**src/rtl/aurora_flush_pkg.sv**
```systemverilog
// Shared definitions for the Aurora TX filler generator.
//   state_t      : FSM encoding (IDLE=0, CLR=1, POP=2, DONE=3)
//   *_WORD_DEF   : default 128-bit beat patterns
//   rep_pattern  : replicates a 128-bit pattern to PAT_MAX_WD bits; callers
//                  keep the low DATA_WD bits
package aurora_flush_pkg;

  typedef enum logic [1:0] {
    ST_IDLE = 2'd0,
    ST_CLR  = 2'd1,
    ST_POP  = 2'd2,
    ST_DONE = 2'd3
  } state_t;

  localparam logic [127:0] CLR_WORD_DEF = 128'hAABBCCDD_AA55FF00_55AA0001_00000001;
  localparam logic [127:0] PAD_WORD_DEF = 128'h5A5ADEAD_0000FFFF_5A5ADEAD_0000FFFF;

  localparam int PAT_MAX_WD = 1024;

  function automatic logic [PAT_MAX_WD-1:0] rep_pattern(input logic [127:0] pat);
    return {(PAT_MAX_WD/128){pat}};
  endfunction

endpackage

```
**src/rtl/aurora_flush_gen_if.sv**
```systemverilog
// AXI-Stream link from the filler generator to the Aurora TX arbiter.
//   master : tdata, tkeep, tvalid, tlast out; tready in
//   slave  : mirror image
interface aurora_flush_gen_if #(
  parameter int DATA_WD = 128
);
  logic [DATA_WD-1:0]   tdata;
  logic [DATA_WD/8-1:0] tkeep;
  logic                 tvalid;
  logic                 tready;
  logic                 tlast;

  modport master (output tdata, output tkeep, output tvalid, output tlast, input tready);
  modport slave  (input tdata, input tkeep, input tvalid, input tlast, output tready);
endinterface

```
**src/rtl/aurora_flush_sync.sv**
```systemverilog
// N-bit two-flop synchroniser with rising-edge detect.
//   i_async : asynchronous levels
//   o_lvl   : synchronised level (second flop)
//   o_rise  : one-cycle pulse, first flop high while second still low
module aurora_flush_sync #(
  parameter int N = 1
) (
  input  logic         clk,
  input  logic         rst_n,
  input  logic [N-1:0] i_async,
  output logic [N-1:0] o_lvl,
  output logic [N-1:0] o_rise
);
  logic [N-1:0] r_d1;
  logic [N-1:0] r_d2;

  always_ff @(posedge clk or negedge rst_n) begin
    if (!rst_n) begin
      r_d1 <= '0;
      r_d2 <= '0;
    end else begin
      r_d1 <= i_async;
      r_d2 <= r_d1;
    end
  end

  assign o_lvl  = r_d2;
  assign o_rise = r_d1 & ~r_d2;
endmodule

```
**src/rtl/cmip_app_cnt.sv**
```systemverilog
// Free-running event counter, wraps at 2^WD.
//   i_inc : count one event this cycle
//   o_cnt : current count
module cmip_app_cnt #(
  parameter int WD = 32
) (
  input  logic          clk,
  input  logic          rst_n,
  input  logic          i_inc,
  output logic [WD-1:0] o_cnt
);
  logic [WD-1:0] r_cnt;

  always_ff @(posedge clk or negedge rst_n) begin
    if (!rst_n)     r_cnt <= '0;
    else if (i_inc) r_cnt <= r_cnt + WD'(1);
  end

  assign o_cnt = r_cnt;
endmodule

```
**src/rtl/aurora_flush_gen.sv**
```systemverilog
// Aurora TX filler generator: clear bursts on config reset, pad/flush
// streams on completion triggers, packet-granular abort, event statistics.
//   clk, rst_n          : clock, async active-low reset
//   i_cfg_rst           : async; rising edge requests a clear burst
//   i_trig_en           : async; gates triggers
//   i_trig              : async; rising edge of any bit requests a flush
//   i_abort             : async; rising edge stops the flush at packet end
//   i_cfg_pop_beats     : flush length in beats (0 treated as 1)
//   i_cfg_pkt_beats     : beats per flush packet (0 = single packet)
//   o_busy/o_pop_active : FSM status
//   o_last_trig_src     : trigger edge vector of the latest flush
//   m_axis              : AXI-Stream master
//   o_*_cnt             : clear/full/abort/drop event counters
//
// state | meaning
// IDLE  | waiting for cfg_rst or enabled trigger edge
// CLR   | emitting CLR_BEATS single-beat clear words
// POP   | emitting pad beats framed into packets
// DONE  | one cycle; bump the matching statistics counter
module aurora_flush_gen
  import aurora_flush_pkg::*;
#(
  parameter int           DATA_WD   = 128,
  parameter int           TRIG_NUM  = 3,
  parameter int           CNT_WD    = 24,
  parameter int           PKT_WD    = 16,
  parameter int           CLR_BEATS = 20,
  parameter logic [127:0] CLR_WORD  = CLR_WORD_DEF,
  parameter logic [127:0] PAD_WORD  = PAD_WORD_DEF
) (
  input  logic                 clk,
  input  logic                 rst_n,
  input  logic                 i_cfg_rst,
  input  logic                 i_trig_en,
  input  logic [TRIG_NUM-1:0]  i_trig,
  input  logic                 i_abort,
  input  logic [CNT_WD-1:0]    i_cfg_pop_beats,
  input  logic [PKT_WD-1:0]    i_cfg_pkt_beats,
  output logic                 o_busy,
  output logic                 o_pop_active,
  output logic [TRIG_NUM-1:0]  o_last_trig_src,
  aurora_flush_gen_if.master   m_axis,
  output logic [31:0]          o_clr_done_cnt,
  output logic [31:0]          o_pop_done_cnt,
  output logic [31:0]          o_abort_cnt,
  output logic [31:0]          o_drop_cnt
);

  localparam logic [PAT_MAX_WD-1:0] CLR_REP  = rep_pattern(CLR_WORD);
  localparam logic [PAT_MAX_WD-1:0] PAD_REP  = rep_pattern(PAD_WORD);
  localparam logic [DATA_WD-1:0]    CLR_BEAT = CLR_REP[DATA_WD-1:0];
  localparam logic [DATA_WD-1:0]    PAD_BEAT = PAD_REP[DATA_WD-1:0];
  localparam logic [CNT_WD-1:0]     CNT_ONE  = CNT_WD'(1);
  localparam logic [PKT_WD-1:0]     PKT_ONE  = PKT_WD'(1);
  localparam logic [CNT_WD-1:0]     CLR_LAST = CNT_WD'(CLR_BEATS - 1);
  localparam int                    SYNC_N   = TRIG_NUM + 3;

  // sync bus layout: {abort, trig_en, cfg_rst, trig[]}
  logic [SYNC_N-1:0]   w_async;
  logic [SYNC_N-1:0]   w_lvl;
  logic [SYNC_N-1:0]   w_rise;
  logic [TRIG_NUM-1:0] w_trig_edge;
  logic                w_cfg_edge;
  logic                w_trig_en;
  logic                w_abort_edge;
  logic                w_trig_req;
  logic                w_unused;

  assign w_async = {i_abort, i_trig_en, i_cfg_rst, i_trig};

  aurora_flush_sync #(.N(SYNC_N)) u_sync (
    .clk     (clk),
    .rst_n   (rst_n),
    .i_async (w_async),
    .o_lvl   (w_lvl),
    .o_rise  (w_rise)
  );

  assign w_trig_edge  = w_rise[TRIG_NUM-1:0];
  assign w_cfg_edge   = w_rise[TRIG_NUM];
  assign w_trig_en    = w_lvl[TRIG_NUM+1];
  assign w_abort_edge = w_rise[TRIG_NUM+2];
  assign w_trig_req   = (|w_trig_edge) & w_trig_en;
  assign w_unused     = ^{w_lvl[TRIG_NUM:0], w_rise[TRIG_NUM+1], w_lvl[TRIG_NUM+2]};

  state_t              r_state;
  state_t              w_state_nxt;
  logic [CNT_WD-1:0]   r_beat_cnt;
  logic [PKT_WD-1:0]   r_pkt_cnt;
  logic [CNT_WD-1:0]   r_len;
  logic [PKT_WD-1:0]   r_pkt;
  logic [TRIG_NUM-1:0] r_last_src;
  logic                r_abort_pend;
  logic                r_done_clr;
  logic                r_done_abort;
  logic                r_tvalid;
  logic                r_tlast;
  logic [DATA_WD-1:0]  r_tdata;
  logic                w_done_abort;

  logic                w_hs;
  logic                w_clr_last;
  logic                w_pop_last;
  logic [CNT_WD-1:0]   w_beat_nxt;
  logic [PKT_WD-1:0]   w_pkt_cnt_nxt;
  logic                w_tlast_cur;
  logic                w_tlast_nxt;

  assign w_hs       = r_tvalid & m_axis.tready;
  assign w_clr_last = (r_beat_cnt == CLR_LAST);
  assign w_pop_last = (r_beat_cnt == r_len - CNT_ONE);

  // tlast for the beat at the current counters, and for the beat after a handshake
  assign w_tlast_cur   = ((r_pkt != '0) && (r_pkt_cnt == r_pkt - PKT_ONE)) || w_pop_last;
  assign w_beat_nxt    = r_beat_cnt + CNT_ONE;
  assign w_pkt_cnt_nxt = r_tlast ? '0 : r_pkt_cnt + PKT_ONE;
  assign w_tlast_nxt   = ((r_pkt != '0) && (w_pkt_cnt_nxt == r_pkt - PKT_ONE)) ||
                         (w_beat_nxt == r_len - CNT_ONE);

  always_ff @(posedge clk or negedge rst_n) begin
    if (!rst_n) r_state <= ST_IDLE;
    else        r_state <= w_state_nxt;
  end

  always_comb begin
    w_state_nxt  = r_state;
    w_done_abort = 1'b0;
    case (r_state)
      ST_IDLE: begin
        if (w_cfg_edge)      w_state_nxt = ST_CLR;
        else if (w_trig_req) w_state_nxt = ST_POP;
      end
      ST_CLR: begin
        if (w_hs && w_clr_last) w_state_nxt = ST_DONE;
      end
      ST_POP: begin
        // final beat wins over a pending abort: counts as a full flush
        if (w_hs && w_pop_last) begin
          w_state_nxt = ST_DONE;
        end else if (w_hs && r_tlast && r_abort_pend) begin
          w_state_nxt  = ST_DONE;
          w_done_abort = 1'b1;
        end
      end
      ST_DONE: w_state_nxt = ST_IDLE;
      default: w_state_nxt = ST_IDLE;
    endcase
  end

  always_ff @(posedge clk or negedge rst_n) begin
    if (!rst_n) begin
      r_beat_cnt   <= '0;
      r_pkt_cnt    <= '0;
      r_len        <= '0;
      r_pkt        <= '0;
      r_last_src   <= '0;
      r_abort_pend <= 1'b0;
      r_done_clr   <= 1'b0;
      r_done_abort <= 1'b0;
      r_tvalid     <= 1'b0;
      r_tlast      <= 1'b0;
      r_tdata      <= '0;
    end else begin
      case (r_state)
        ST_IDLE: begin
          r_beat_cnt <= '0;
          r_pkt_cnt  <= '0;
          r_tvalid   <= 1'b0;
          r_tlast    <= 1'b0;
          if (!w_cfg_edge && w_trig_req) begin
            r_len      <= (i_cfg_pop_beats == '0) ? CNT_ONE : i_cfg_pop_beats;
            r_pkt      <= i_cfg_pkt_beats;
            r_last_src <= w_trig_edge;
          end
        end
        ST_CLR: begin
          if (!r_tvalid) begin
            r_tvalid <= 1'b1;
            r_tlast  <= 1'b1;
            r_tdata  <= CLR_BEAT;
          end else if (w_hs) begin
            r_beat_cnt <= w_beat_nxt;
            if (w_clr_last) r_tvalid <= 1'b0;
          end
        end
        ST_POP: begin
          if (w_abort_edge) r_abort_pend <= 1'b1;
          if (!r_tvalid) begin
            r_tvalid <= 1'b1;
            r_tlast  <= w_tlast_cur;
            r_tdata  <= PAD_BEAT;
          end else if (w_hs) begin
            if (w_state_nxt == ST_DONE) begin
              r_tvalid <= 1'b0;
            end else begin
              r_beat_cnt <= w_beat_nxt;
              r_pkt_cnt  <= w_pkt_cnt_nxt;
              r_tlast    <= w_tlast_nxt;
            end
          end
        end
        ST_DONE: begin
          r_tvalid     <= 1'b0;
          r_abort_pend <= 1'b0;
        end
        default: r_tvalid <= 1'b0;
      endcase

      if (w_state_nxt == ST_DONE && r_state != ST_DONE) begin
        r_done_clr   <= (r_state == ST_CLR);
        r_done_abort <= w_done_abort;
      end
    end
  end

  logic w_inc_clr;
  logic w_inc_pop;
  logic w_inc_abort;
  logic w_inc_drop;

  assign w_inc_clr   = (r_state == ST_DONE) &  r_done_clr;
  assign w_inc_pop   = (r_state == ST_DONE) & ~r_done_clr & ~r_done_abort;
  assign w_inc_abort = (r_state == ST_DONE) & ~r_done_clr &  r_done_abort;
  // in IDLE only a simultaneous cfg_rst + trigger loses the trigger
  assign w_inc_drop  = (r_state != ST_IDLE) ? (w_cfg_edge | w_trig_req)
                                            : (w_cfg_edge & w_trig_req);

  cmip_app_cnt #(.WD(32)) u_cnt_clr   (.clk(clk), .rst_n(rst_n), .i_inc(w_inc_clr),   .o_cnt(o_clr_done_cnt));
  cmip_app_cnt #(.WD(32)) u_cnt_pop   (.clk(clk), .rst_n(rst_n), .i_inc(w_inc_pop),   .o_cnt(o_pop_done_cnt));
  cmip_app_cnt #(.WD(32)) u_cnt_abort (.clk(clk), .rst_n(rst_n), .i_inc(w_inc_abort), .o_cnt(o_abort_cnt));
  cmip_app_cnt #(.WD(32)) u_cnt_drop  (.clk(clk), .rst_n(rst_n), .i_inc(w_inc_drop),  .o_cnt(o_drop_cnt));

  assign o_busy          = (r_state != ST_IDLE);
  assign o_pop_active    = (r_state == ST_POP);
  assign o_last_trig_src = r_last_src;

  assign m_axis.tdata  = r_tdata;
  assign m_axis.tkeep  = '1;
  assign m_axis.tvalid = r_tvalid;
  assign m_axis.tlast  = r_tlast;

endmodule

```
**src/flat_wrapper.sv**
```systemverilog
// flat-port wrapper written by rule: the top's interface ports become plain ports
module aurora_flush_gen_flat import aurora_flush_pkg::*;
#(
  parameter int           DATA_WD   = 128,
  parameter int           TRIG_NUM  = 3,
  parameter int           CNT_WD    = 24,
  parameter int           PKT_WD    = 16,
  parameter int           CLR_BEATS = 20,
  parameter logic [127:0] CLR_WORD  = CLR_WORD_DEF,
  parameter logic [127:0] PAD_WORD  = PAD_WORD_DEF
)
  (clk, rst_n, i_cfg_rst, i_trig_en, i_trig, i_abort, i_cfg_pop_beats, i_cfg_pkt_beats, o_busy, o_pop_active, o_last_trig_src, o_clr_done_cnt, o_pop_done_cnt, o_abort_cnt, o_drop_cnt, m_axis_tdata, m_axis_tkeep, m_axis_tvalid, m_axis_tlast, m_axis_tready);
  aurora_flush_gen_if #(.DATA_WD(DATA_WD)) m_axis_i ();
  input  logic clk;
  input  logic rst_n;
  input  logic i_cfg_rst;
  input  logic i_trig_en;
  input  logic [TRIG_NUM-1:0] i_trig;
  input  logic i_abort;
  input  logic [CNT_WD-1:0] i_cfg_pop_beats;
  input  logic [PKT_WD-1:0] i_cfg_pkt_beats;
  output logic o_busy;
  output logic o_pop_active;
  output logic [TRIG_NUM-1:0] o_last_trig_src;
  output logic [31:0] o_clr_done_cnt;
  output logic [31:0] o_pop_done_cnt;
  output logic [31:0] o_abort_cnt;
  output logic [31:0] o_drop_cnt;
  output wire logic [$bits(m_axis_i.tdata)-1:0] m_axis_tdata;
  output wire logic [$bits(m_axis_i.tkeep)-1:0] m_axis_tkeep;
  output wire logic [$bits(m_axis_i.tvalid)-1:0] m_axis_tvalid;
  output wire logic [$bits(m_axis_i.tlast)-1:0] m_axis_tlast;
  input wire logic [$bits(m_axis_i.tready)-1:0] m_axis_tready;
  assign m_axis_tdata = m_axis_i.tdata;
  assign m_axis_tkeep = m_axis_i.tkeep;
  assign m_axis_tvalid = m_axis_i.tvalid;
  assign m_axis_tlast = m_axis_i.tlast;
  assign m_axis_i.tready = m_axis_tready;
  aurora_flush_gen #(.DATA_WD(DATA_WD), .TRIG_NUM(TRIG_NUM), .CNT_WD(CNT_WD), .PKT_WD(PKT_WD), .CLR_BEATS(CLR_BEATS), .CLR_WORD(CLR_WORD), .PAD_WORD(PAD_WORD)) u_core (.clk(clk), .rst_n(rst_n), .i_cfg_rst(i_cfg_rst), .i_trig_en(i_trig_en), .i_trig(i_trig), .i_abort(i_abort), .i_cfg_pop_beats(i_cfg_pop_beats), .i_cfg_pkt_beats(i_cfg_pkt_beats), .o_busy(o_busy), .o_pop_active(o_pop_active), .o_last_trig_src(o_last_trig_src), .m_axis(m_axis_i), .o_clr_done_cnt(o_clr_done_cnt), .o_pop_done_cnt(o_pop_done_cnt), .o_abort_cnt(o_abort_cnt), .o_drop_cnt(o_drop_cnt));
endmodule
```
**config.mk**
```make
export PLATFORM = sky130hd
export DESIGN_NAME = aurora_flush_gen_flat
export DESIGN_NICKNAME = d
export VERILOG_FILES = /design/src/rtl/aurora_flush_pkg.sv /design/src/rtl/aurora_flush_gen_if.sv /design/src/rtl/aurora_flush_sync.sv /design/src/rtl/cmip_app_cnt.sv /design/src/rtl/aurora_flush_gen.sv /design/src/flat_wrapper.sv
export SDC_FILE = /design/constraint.sdc
export NUM_CORES = 1
export LEC_CHECK = 0
export ABC_AREA = 1
export CAP_MARGIN = 20
export CORE_AREA = 2 2 259 133
export CTS_CLUSTER_DIAMETER = 60
export DETAILED_ROUTE_END_ITERATION = 6
export DIE_AREA = 0 0 261 135
export DONT_BUFFER_PORTS = 1
export MAX_ROUTING_LAYER = met4
export PLACE_DENSITY = 0.75
export SLEW_MARGIN = 5
export SYNTH_ARGS = -nofsm -noshare
export SYNTH_HDL_FRONTEND = slang
export SYNTH_HIERARCHICAL = 1
export SYNTH_SLANG_ARGS = --single-unit
export TNS_END_PERCENT = 30
```
**constraint.sdc**
```tcl
create_clock -name clk -period 2.7 [get_ports clk]
set_clock_uncertainty 0.05 [all_clocks]
set_input_delay 0.54 -clock clk [delete_from_list [all_inputs] [get_ports clk]]
set_output_delay 0.54 -clock clk [all_outputs]
set_load 0.02 [all_outputs]
```
Word level (Yosys, flattened, before mapping)
Index checks and enable logic that the tools add are counted.
- bitwise logic cells: 12
- multiply operators: 0
- order comparisons: 0
- add/sub/neg operators: 8
- muxes and demuxes: 39
- divide/modulo/power cells: 0
- eq/ne operators: 20
- shifts and indexed selects: 0
- reduce and logical (&&, ||, !) cells: 27
- operator list (cell ; count):
    128-bit 2-to-1 mux ; 2
    128-bit case mux with 2 select lines ; 1
    24-bit 2-to-1 mux ; 6
    32-bit by 1-bit adder with 32-bit output (second input constant) ; 4
    24-bit case mux with 3 select lines ; 1
    16-bit 2-to-1 mux ; 4
    24-bit == test ; 2
    16-bit == test ; 2
    16-bit case mux with 2 select lines ; 1
    24-bit by 1-bit adder with 24-bit output (second input constant) ; 1
    24-bit by 5-bit == test with 1-bit output (second input constant) ; 1
    24-bit logical NOT ; 1
    24-bit by 1-bit subtractor with 24-bit output (second input constant) ; 1
    16-bit by 1-bit adder with 16-bit output (second input constant) ; 1
    16-bit nonzero test ; 1
    16-bit by 1-bit subtractor with 16-bit output (second input constant) ; 1
    1-bit 2-to-1 mux ; 15
    2-bit 2-to-1 mux ; 5
    2-bit by 1-bit != test with 1-bit output (second input constant) ; 5
    1-bit logical AND ; 8
    2-bit != test (second input constant) ; 4
    2-bit case mux with 4 select lines ; 1
    4-bit AND reduction ; 2
    2-bit nonzero test ; 4
    other kinds (19) ; 32
- memory bits (read-only): 0
- bits in latches: 0
- RAM bits: 0
- word-level logic and storage cells: 124
- memories kept: 0
- register bits: 358
- output and inout port bits: 279

Depth between registers and ports, before layout
Gate-level depths: netlist of run 1.
- depth in word-level cells: 12
- depth in mapped cells: 22

Modules after synthesis
The synthesis of run 1 kept the hierarchy.
- by module, submodules not included (module ; instances ; area an instance (µm²) ; cells an instance ; seq. area each (µm²)):
    aurora_flush_gen ; 1 ; 8854.7 ; 1440 ; 2327.2
    cmip_app_cnt (u_core.u_cnt_abort ...) ; 3 ; 1761.7 ; 229 ; 800.8
    cmip_app_cnt (u_core.u_cnt_pop) ; 1 ; 1790.5 ; 226 ; 800.8
    aurora_flush_sync ; 1 ; 360.3 ; 24 ; 300.3

Worst setup path before layout of run 1
No wires, ideal clock.
- path kind: register to register
- start point: register u_core.r_len[0]
- end point: register u_core.r_beat_cnt[0]
- arrival time: 2.346 ns
- period minus slack after synthesis: 2.513 ns
- path buffers: 2
- data required time: 2.533 ns
- library setup time: 0.117 ns
- stages on the path, launching flop included: 22
- setup slack: 0.187 ns
- cell sequence: dfrtp_1 > inv_1 > ha_1 > nand2_2 > nor2_4 > buf_6 > nand2_1 > nand2_1 > nand2_2 > nand2_1 > nand3_1 > nor2_1 > nand2_1 > nor2_1 > nand3_1 > nand2_1 > nand2_1 > nand2_4 > nand3_4 > buf_2 > nand4_1 > nand2_1
- word-level cells in the longest chain between the ends: 8
- ends and longest elaborated chain (element ; line ; text):
    from (decl) ; aurora_flush_gen.sv:90 ; logic [CNT_WD-1:0] r_len;
    from (signal assigned) ; aurora_flush_gen.sv:171 ; r_len <= (i_cfg_pop_beats == '0) ? CNT_ONE : i_cfg_pop_beats;
    24-bit by 1-bit subtractor with 24-bit output ; aurora_flush_gen.sv:111 ; assign w_pop_last = (r_beat_cnt == r_len - CNT_ONE);
    24-bit == test ; aurora_flush_gen.sv:111 ;
    1-bit logical AND ; aurora_flush_gen.sv:138 ; if (w_hs && w_pop_last) begin
    2-bit 2-to-1 mux ; aurora_flush_gen.sv:138 ;
    2-bit case mux with 4 select lines ; aurora_flush_gen.sv:128 ; case (r_state)
    named net u_core.w_state_nxt[0] ; aurora_flush_gen.sv:87 ; state_t w_state_nxt;
    2-bit == test ; aurora_flush_gen.sv:193 ; if (w_state_nxt == ST_DONE) begin
    2-bit != test (no line) ; -- ;
    6-bit AND reduction (no line) ; -- ;
    to (signal assigned) ; aurora_flush_gen.sv:182 ; r_beat_cnt <= w_beat_nxt;
    to (signal assigned) ; aurora_flush_gen.sv:196 ; r_beat_cnt <= w_beat_nxt;
    to (decl) ; aurora_flush_gen.sv:88 ; logic [CNT_WD-1:0] r_beat_cnt;
The timed path passes the listed nets, and every way through them passes these cells.
A chain may end at the register's enable or synchronous reset.

Worst setup path after layout of run 1
- start point: register u_core.r_len[2]
- end point: register u_core.r_beat_cnt[18]
The elaborated chain is that of the path after synthesis.

==> results.md, run 1 <==
- Share of cells above drive strength 1: around 14%
- Clock latency on the worst-skew pair: 0.57 ns
- Gate Count Post-Synth: 2375
- Area Growth Syn to Fin: 10.1%
- Failing checks: DRC, hold timing, setup timing
- Initial Utilization: approximately 50%
- Avg Inst Size Synth: a little under 7 sq um
- Status: complete, but fails checks
- Startpoint Class: flip-flop
- Via/cell ratio: 5.20
- Area of the multi-input gates: 8740 sq um
- Leakage: 8.58 nW
- Period utilisation layout: 103%
- Slew of the pin with the lowest slew margin: 0.899 ns
- Pin count of the biggest net entering global routing: 234
- Max Slew Vio Count: 0
- Nets@finish: 2459
- Req. time, crit path: 3.11 ns
- Relative slew slack: 40.1%
- Setup_tns: -1.36 ns
- Initial antenna violation count: 1
- Final setup fails: 24
- # DRC: 16
- Initial drt markers: about 1200
- Die width: 261 microns
- Yosys warning total: 6
- Vert. Die Dim: between 100 and 150 microns
- Hold Buf Count CTS: 6
- Fillcell total: 3146
- Crit path capture type: flip-flop
- CTS Root Cell: clkbuf_16
- Aggregate global routing overflow: 0
- Final cell count without fillers: 2858
- Peak supply drop: 0.424 mV
- Met3 wire len: ~3100 microns
- Gr usage total: 25.5%
- DP Cell Count: 2787
- RSZ-0062 raised after global routing: true
- FMAX: 360 MHz
- TritonRoute pass-1 iters: 7
- Storage element area: 5840 sq um
- H-tree Lvls: 1
- Cell Rows: 47
- Met2 Wirelength: 20800 microns
- Power per cell area: 817 nW/um^2
- Crit path time final: roughly 2.8 ns
- CTS clock-pin slew for the worst setup and hold paths: 0.07 ns
- Critical path class: reg -> reg
- Worst min path class: in -> async
- Clk sink count: between 200 and 250
- Antenna Nets Post-Route: 0
- Hold slack: -0.372 ns
- Final worst slack: -0.0775 ns
- Final wirelength: 44300 microns
- Routability congestion estimate: 0.951
- PortBufs: 0
- Mapped Area: 16300 sq um
- CTS max path bufs: 3
- Max-cap violations: 0
- DP Wirelength: ~33000 microns
- Final hold violation count: 233
- Arr. time, crit path: 3.19 ns
- Routed len/inst: between 15 and 20 microns
- First-pass GRT wire length: 70600 microns
- Top Metal Used: met4
- CTS tree: yes
- Vias: between 10000 and 15000
- Standard cell core area: 32800 sq um
- M1 WL: 19700 microns
- TritonCTS buffer count: 24
- Crit path max fanout: 6
- Vias in the first global route: 13700
- IO Count: approximately 330
- DIE AREA: roughly 35000 sq um
-- area by class of cell --
cell class / count / area share, %
clock inverters: 13 / 0.719
clock buffers: 31 / 3.78
diodes: 1 / 0.0140
inverters: 247 / 5.17
flip-flops and latches: 233 / 32.6
repair buffers: 120 / 5.86
well taps: 441 / 3.08
multi-input cells: 1772 / 48.8
-- layout by cell type, fill, tap and decap left out, types with 6 or more instances in the layout --
cell	instances
nand2_1	731
nor2_1	304
inv_1	235
dfrtp_1	228
nand3_1	182
buf_4	103
xor2_1	72
nand4_1	65
nor2_2	56
conb_1	55
nand2_2	46
o21ai_0	42
xnor2_1	34
nand3b_1	32
a21oi_1	29
nor2_4	27
clkbuf_16	24
nor3_1	23
nand3_2	11
and2_1	10
ha_1	10
inv_2	9
clkinv_2	7
nand3_4	7
nor4_1	7
dlygate4sd3_1	6
-- registers in the layout (all words and copies together), names as in the netlist, 16 cells and up --
register / cells
u_core/u_cnt_abort/o_cnt: 32
u_core/u_cnt_clr/o_cnt: 32
u_core/u_cnt_drop/o_cnt: 32
u_core/u_cnt_pop/o_cnt: 32
u_core/r_beat_cnt: 24
u_core/r_len: 24
u_core/r_pkt: 16
u_core/r_pkt_cnt: 16
-- what timing repair did --
item                       4_1_cts  5_1_grt
pin swaps                        6       24
buffers inserted                 4       11
resized for setup               20       61
setup endpoints to repair       43       44
gates cloned                     5        0
hold endpoints to repair       239      233
-- power breakdown --
group / internal (mW) / total [mW] / switching (mW)
logic: 2.19 / 6.35 / 4.15
registers: 4.00 / 4.92 / 0.921
clock network: 1.89 / 3.37 / 1.48
total: 8.09 / 14.6 / 6.56
-- per-stage QoR --
step	power (mW)	util, %	hold slack, ns	setup WS (ns)	cell area [sq um]
floorplan	9.40	-	0.194	0.187	16500
global placement	10.5	50.6	0.199	-0.0182	16600
detailed placement	10.6	50.6	0.198	-0.0778	16600
CTS	14.4	53.8	-0.404	0.00380	17700
global route	15.6	54.6	-0.401	-0.259	17900
finish	14.6	54.6	-0.372	-0.0775	17900
-- metal layers --
metal  up-vias  track usage [%]
met1      7023             33.3
met4         0             5.74
met5         -                -
li1       7321                -
met2       456             41.2
met3        57             4.88
-- path summary, 6_finish.rpt --
check	start	to	slack (ns)	depth (start not counted)
worst min register to register	u_core/u_sync/r_d1[4]	u_core/u_sync/o_lvl[4]	0.31	0
worst min-delay path	rst_n	u_core/u_cnt_drop/o_cnt[22]	-0.37	0
worst max-delay path	u_core/r_len[2]	u_core/r_beat_cnt[18]	-0.08	20
min in group clk	i_cfg_pop_beats[1]	u_core/r_len[1]	0.06	2
worst max register to register	u_core/r_len[2]	u_core/r_beat_cnt[18]	-0.08	20
max in group asynchronous	rst_n	u_core/u_cnt_clr/o_cnt[6]	2.37	0
-- critical path: stages, from the launching register on --
cell	delay [ns]
dfrtp_1	0.44
nor2_2	0.19
nand2_2	0.10
nor2_2	0.11
buf_4	0.13
nand2_1	0.10
nor2_2	0.13
or2_2	0.13
nand2_1	0.06
nor2_1	0.12
nand2_1	0.06
nor2_1	0.10
nand3_1	0.09
nand2_1	0.09
nand2_2	0.06
nand2_4	0.07
nand3_4	0.17
buf_12	0.21
nand3_4	0.12
nand2_1	0.07
nand2_1	0.06
No activity file was read; power rests on OpenSTA's default activity.
==> run 2: changes to the inputs <==
--- a/config.mk
+++ b/config.mk
@@ -6,7 +6,6 @@
 export NUM_CORES = 1
 export LEC_CHECK = 0
 export ABC_AREA = 1
-export CAP_MARGIN = 20
 export CORE_AREA = 2 2 259 133
 export CTS_CLUSTER_DIAMETER = 60
 export DETAILED_ROUTE_END_ITERATION = 6
@@ -14,6 +13,7 @@
 export DONT_BUFFER_PORTS = 1
 export MAX_ROUTING_LAYER = met4
 export PLACE_DENSITY = 0.75
+export SKIP_CTS_REPAIR_TIMING = 1
 export SLEW_MARGIN = 5
 export SYNTH_ARGS = -nofsm -noshare
 export SYNTH_HDL_FRONTEND = slang
==> results.md, run 2 (synthesis results as in run 1) <==
- Leakage: around 8.6 nW
- Pin count of the biggest net entering global routing: 234
- FF-to-FF Start: u_core/r_len[2]
- DP Wirelength: 33200 microns
- Die width: 261 microns
- Worst min path class: in -> async
- First-pass GRT wire length: 69500 microns
- Initial drt markers: ~1300
- Net Sw Power: approximately 6.5 mW
- Fillcell total: 3140
- Standard cell core area: 32800 sq um
- Antenna Nets Post-Route: 0
- Critical path class: reg -> reg
- Setup_tns: -1.01 ns
- TritonCTS buffer count: 24
- CTS tree: yes
- CTS Root Cell: clkbuf_16
- Reg-to-Reg End: u_core/r_beat_cnt[18]
- Commonest non-fill, non-tap cells in the layout: nand2_1 (746), nor2_1 (312), inv_1 (235)
- CTS clock-pin slew for the worst setup and hold paths: 0.07 ns
- Hold slack: -0.372 ns
- Int Pwr: between 8 and 9 mW
- Vias: 14900
- TritonRoute pass-1 iters: 7
- Power per cell area: between 800 and 900 nW/um^2
- R2R setup slack: -0.08 ns
- Status: complete, but fails checks
- Relative slew slack: 40.1%
- # DRC: 6
- Clock power share: 23.1%
- Vert. Die Dim: 135 microns
- Clk sink count: approximately 230
- Combinational group share of total power: 43.2%
- Routed len/inst: about 16 microns
- Period utilisation layout: 103%
- Most common cell after layout, fill and taps aside: nand2_1
- Via/cell ratio: 5.21
- PortBufs: 0
- Peak supply drop: between 0.4 and 0.5 mV
- Nets@finish: 2458
- Switching share of power: 44.8%
- Max Slew Vio Count: 0
- FMAX: approximately 360 MHz
- Initial antenna violation count: 1
- Clock latency on the worst-skew pair: around 0.57 ns
- Final worst slack: -0.0833 ns
- Crit path time final: around 2.8 ns
- Arr. time, crit path: 3.14 ns
- Crit path capture type: flip-flop
- Failing checks: DRC, hold timing, setup timing
- Share of cells above drive strength 1: 12.7%
- Core Util, Final: 54.5%
- Aggregate global routing overflow: 0
- Max-cap violations: 0
- RSZ-0062 raised after global routing: true
- Gr usage total: about a quarter
- Sequential Power Share: 33.7%
- R2R cell count: 19
- Vias in the first global route: roughly 14000
- Cell Rows: 47
- Initial Utilization: around half
- Startpoint Class: flip-flop
- Routability congestion estimate: 0.951
- Final wirelength: 44400 microns
- Final hold violation count: 233
- Crit path max fanout: 6
- Req. time, crit path: 3.06 ns
- IO Count: 328
- Slew of the pin with the lowest slew margin: around 0.9 ns
- Final setup fails: 18
- DIE AREA: between 30000 and 40000 sq um
- Area Growth Syn to Fin: 9.85%
- H-tree Lvls: 1
- CTS max path bufs: 3
[run 2: final cells by class]
cell class	instances	area, sq um	area share (%)
antenna	1	2.50	0.0140
clock buffer	31	677	3.78
clock inverter	13	129	0.721
inverter	247	927	5.18
multi-input combinational	1772	8680	48.6
sequential	233	5840	32.7
tap	441	552	3.09
timing repair buffer	119	1070	5.98
[run 2: worst max path at each step]
stage	start	depth (start not counted)	slack [ns]	end
3_3_place_gp	u_core/r_pkt[0]	17	-0.02	u_core/m_axis.tlast
6_report	u_core/r_len[2]	19	-0.08	u_core/r_beat_cnt[18]
5_1_grt	u_core/r_len[0]	21	-0.27	u_core/r_beat_cnt[18]
2_1_floorplan	u_core/r_len[0]	21	0.19	u_core/r_beat_cnt[0]
4_1_cts	u_core/r_len[0]	20	-0.15	u_core/r_beat_cnt[11]
3_5_place_dp	u_core/r_len[0]	20	-0.08	u_core/r_beat_cnt[10]
[run 2: power groups by stage]
| stage | sequential [mW] | clock (mW) | combinational, mW |
|---|---|---|---|
| 3_3_place_gp | 4.93 | 0 | 5.54 |
| 2_1_floorplan | 4.74 | 0 | 4.66 |
| 6_report | 4.92 | 3.38 | 6.31 |
| 5_1_grt | 4.99 | 3.62 | 6.97 |
| 4_1_cts | 4.88 | 3.47 | 5.64 |
| 3_5_place_dp | 4.94 | 0 | 5.62 |
[run 2: metrics by stage]
stage | instance area [sq um] | power [mW] | worst slack [ns] | hold slack [ns] | std cells
floorplan | 16500 | 9.40 | 0.187 | 0.194 | 2428
global placement | 16600 | 10.5 | -0.0182 | 0.199 | 2787
detailed placement | 16600 | 10.6 | -0.0778 | 0.198 | 2787
CTS | 17400 | 14.0 | -0.147 | -0.404 | 2831
global route | 17900 | 15.6 | -0.265 | -0.401 | 2857
finish | 17900 | 14.6 | -0.0833 | -0.372 | 2857
[run 2: metal layers]
metal / global-route usage, % / wire (microns)
met4: 5.56 / 857
met3: 4.73 / 3270
met5: - / 0
met1: 32.9 / 19700
met2: 40.1 / 20600
[run 2: critical path, cell delays in order (launching register included)]
cell and delay (ns):
dfrtp_1 0.43, nor2_2 0.19, nand2_2 0.10, nor2_2 0.11, buf_4 0.13, nand2_1 0.10
nor2_2 0.14, or2_2 0.13, nand2_1 0.06, nor2_1 0.12, nand2_1 0.06, nor2_1 0.10
nand3_1 0.10, nand2_1 0.09, nand2_2 0.06, nand2_4 0.10, nand3_4 0.19, clkbuf_16 0.24
nand4_1 0.07, nand2_1 0.06
==> run 3: changes to the inputs <==
--- a/config.mk
+++ b/config.mk
@@ -6,13 +6,14 @@
 export NUM_CORES = 1
 export LEC_CHECK = 0
 export ABC_AREA = 1
-export CORE_AREA = 2 2 259 133
+export CORE_AREA = 2 2 289 148
 export CTS_CLUSTER_DIAMETER = 60
 export DETAILED_ROUTE_END_ITERATION = 6
-export DIE_AREA = 0 0 261 135
+export DIE_AREA = 0 0 291 150
 export DONT_BUFFER_PORTS = 1
+export GPL_ROUTABILITY_DRIVEN = 0
 export MAX_ROUTING_LAYER = met4
-export PLACE_DENSITY = 0.75
+export PLACE_DENSITY = 0.65
 export SKIP_CTS_REPAIR_TIMING = 1
 export SLEW_MARGIN = 5
 export SYNTH_ARGS = -nofsm -noshare
==> results.md, run 3 (synthesis results as in run 1) <==
- Aggregate global routing overflow: 0
- CTS tree: yes
- Slew of the pin with the lowest slew margin: 0.620 ns
- First-pass GRT wire length: 74500 microns
- Startpoint Class: flip-flop
- Placed Area: 16600 sq um
- Final setup fails: 43
- CTS Root Cell: clkbuf_16
- Inserted Diodes: 0
- CTS max path bufs: 3
- Routed len/inst: 17.1 microns
- Pin count of the biggest net entering global routing: around 230
- Power per cell area: 823 nW/um^2
- Arr. time, crit path: 3.20 ns
- Final hold violation count: approximately 230
- Final worst slack: -0.120 ns
- DP Cell Count: roughly 2900
- Worst min path class: in -> async
- Switching share of power: around 46%
- Clock latency on the worst-skew pair: between 0.5 and 0.6 ns
- Hold slack: -0.370 ns
- Failing checks: hold timing, setup timing
- TritonRoute pass-1 iters: 6
- FF-to-FF Start: u_core/r_len[1]
- Period utilisation layout: 104%
- Commonest non-fill, non-tap cells in the layout: nand2_1 (737), nor2_1 (305), inv_1 (234)
- Initial antenna violation count: 0
- Initial drt markers: 1864
- Gr usage total: about 22%
- DP Wirelength: 38100 microns
- Initial Utilization: 39.4%
- R2R cell count: 20
- Cell Rows: 53
- Int Pwr: 7.94 mW
- Vert. Die Dim: about 150 microns
- Max-cap violations: 0
- Leakage: 8.44 nW
- H-tree Lvls: 1
- TritonCTS buffer count: 25
- Clock power share: roughly 23%
- Die width: 291 microns
- FMAX: 355 MHz
- Max Slew Vio Count: 0
- Design Area, Final: 17900 sq um
- Req. time, crit path: around 3 ns
- Status: complete, but fails checks
- Via/cell ratio: 5.18
- Sequential Power Share: 33.9%
- Final wirelength: 50300 microns
- Reg-to-Reg End: u_core/r_pkt_cnt[1]
- Relative slew slack: between 50 and 60%
- Peak supply drop: a little over 0.7 mV
- Standard cell core area: 41300 sq um
- R2R setup slack: -0.12 ns
- IO Count: 328
- Setup_tns: -3.47 ns
- CTS clock-pin slew for the worst setup and hold paths: 0.06 ns
- PortBufs: 0
- Crit path time final: 2.82 ns
- # DRC: 0
- Antenna Nets Post-Route: 0
- Share of cells above drive strength 1: 12.8%
- Most common cell after layout, fill and taps aside: nand2_1
- RSZ-0062 raised after global routing: true
- Crit path capture type: flip-flop
- Vias: roughly 15000
- Crit path max fanout: 16
- Area Growth Syn to Fin: 9.74%
- Vias in the first global route: 13000
- Clk sink count: about 230
- Final cell count without fillers: 2941
- Combinational group share of total power: 43.3%
- DIE AREA: 43700 sq um
- Critical path class: reg -> reg
- Net Sw Power: roughly 6.8 mW
- Nets@finish: roughly 2400
-- run 3: cell count changes in the layout (fill, tap and decap cells not counted), sizes merged --
| cell | change |
|---|---|
| clkinvlp | -3 |
| diode | -1 |
| inv | +2 |
| clkinv | -5 |
| clkbuf | +3 |
| buf | -21 |
-- run 3: power groups by stage --
stage | combinational, mW | clock, mW | sequential, mW
after CTS | 5.65 | 3.46 | 4.91
after detailed placement | 5.62 | 0 | 4.97
after floorplan | 4.66 | 0 | 4.74
after global placement | 5.53 | 0 | 4.95
final | 6.37 | 3.35 | 4.98
after global routing | 6.98 | 3.59 | 5.05
-- run 3: cell type report --
type                    instances  area (sq um)
flip-flops and latches        233          5850
clock buffers                  35           683
repair buffers                 97           883
fillers                      4183         23400
clock inverters                 7          75.1
well taps                     550           688
multi-input cells            1772          8760
inverters                     247           927
-- run 3: worst max-delay path by stage --
stage	startpoint	end	cells past startpoint
6_report	u_core/r_len[1]	u_core/r_pkt_cnt[1]	20
5_1_grt	u_core/r_len[11]	u_core/r_done_abort	19
4_1_cts	u_core/r_len[1]	u_core/r_beat_cnt[21]	20
3_5_place_dp	u_core/r_len[1]	u_core/r_beat_cnt[15]	20
3_3_place_gp	u_core/r_beat_cnt[0]	u_core/m_axis.tlast	17
2_1_floorplan	u_core/r_len[0]	u_core/r_beat_cnt[0]	21
-- run 3: metal layers --
| metal | vias up | share of wire [%] | global-route usage (%) |
|---|---|---|---|
| met5 | - | 0 | - |
| met4 | 0 | 1.1 | 2.80 |
| met3 | 57 | 14 | 8.36 |
| met2 | 850 | 37 | 26.6 |
| met1 | 7040 | 48 | 34.6 |
| li1 | 7278 | - | - |
-- run 3: metrics by stage --
step                      setup slack (ns)  power [mW]  util [%]  hold slack, ns
after CTS                           -0.124        14.0      42.0          -0.386
after floorplan                      0.187        9.40         -           0.194
after detailed placement           -0.0760        10.6      40.1           0.200
after global placement             -0.0587        10.5      40.1           0.200
final                               -0.120        14.7      43.2          -0.370
after global routing                -0.261        15.6      43.2          -0.392
-- run 3: worst max-delay path: stages, from the launching register on --
cell	delay, ns
dfrtp_1	0.44
inv_2	0.10
ha_4	0.15
nand2_4	0.07
nor2_4	0.17
buf_6	0.15
nand3_1	0.13
nand3_2	0.13
nand3_2	0.09
nor2_1	0.12
nand2_1	0.07
nor2_2	0.12
nand3_2	0.10
nand2_2	0.09
nand2_2	0.06
nand2_4	0.11
buf_4	0.13
nand2_2	0.09
buf_12	0.19
nand3_1	0.07
nand2_1	0.06
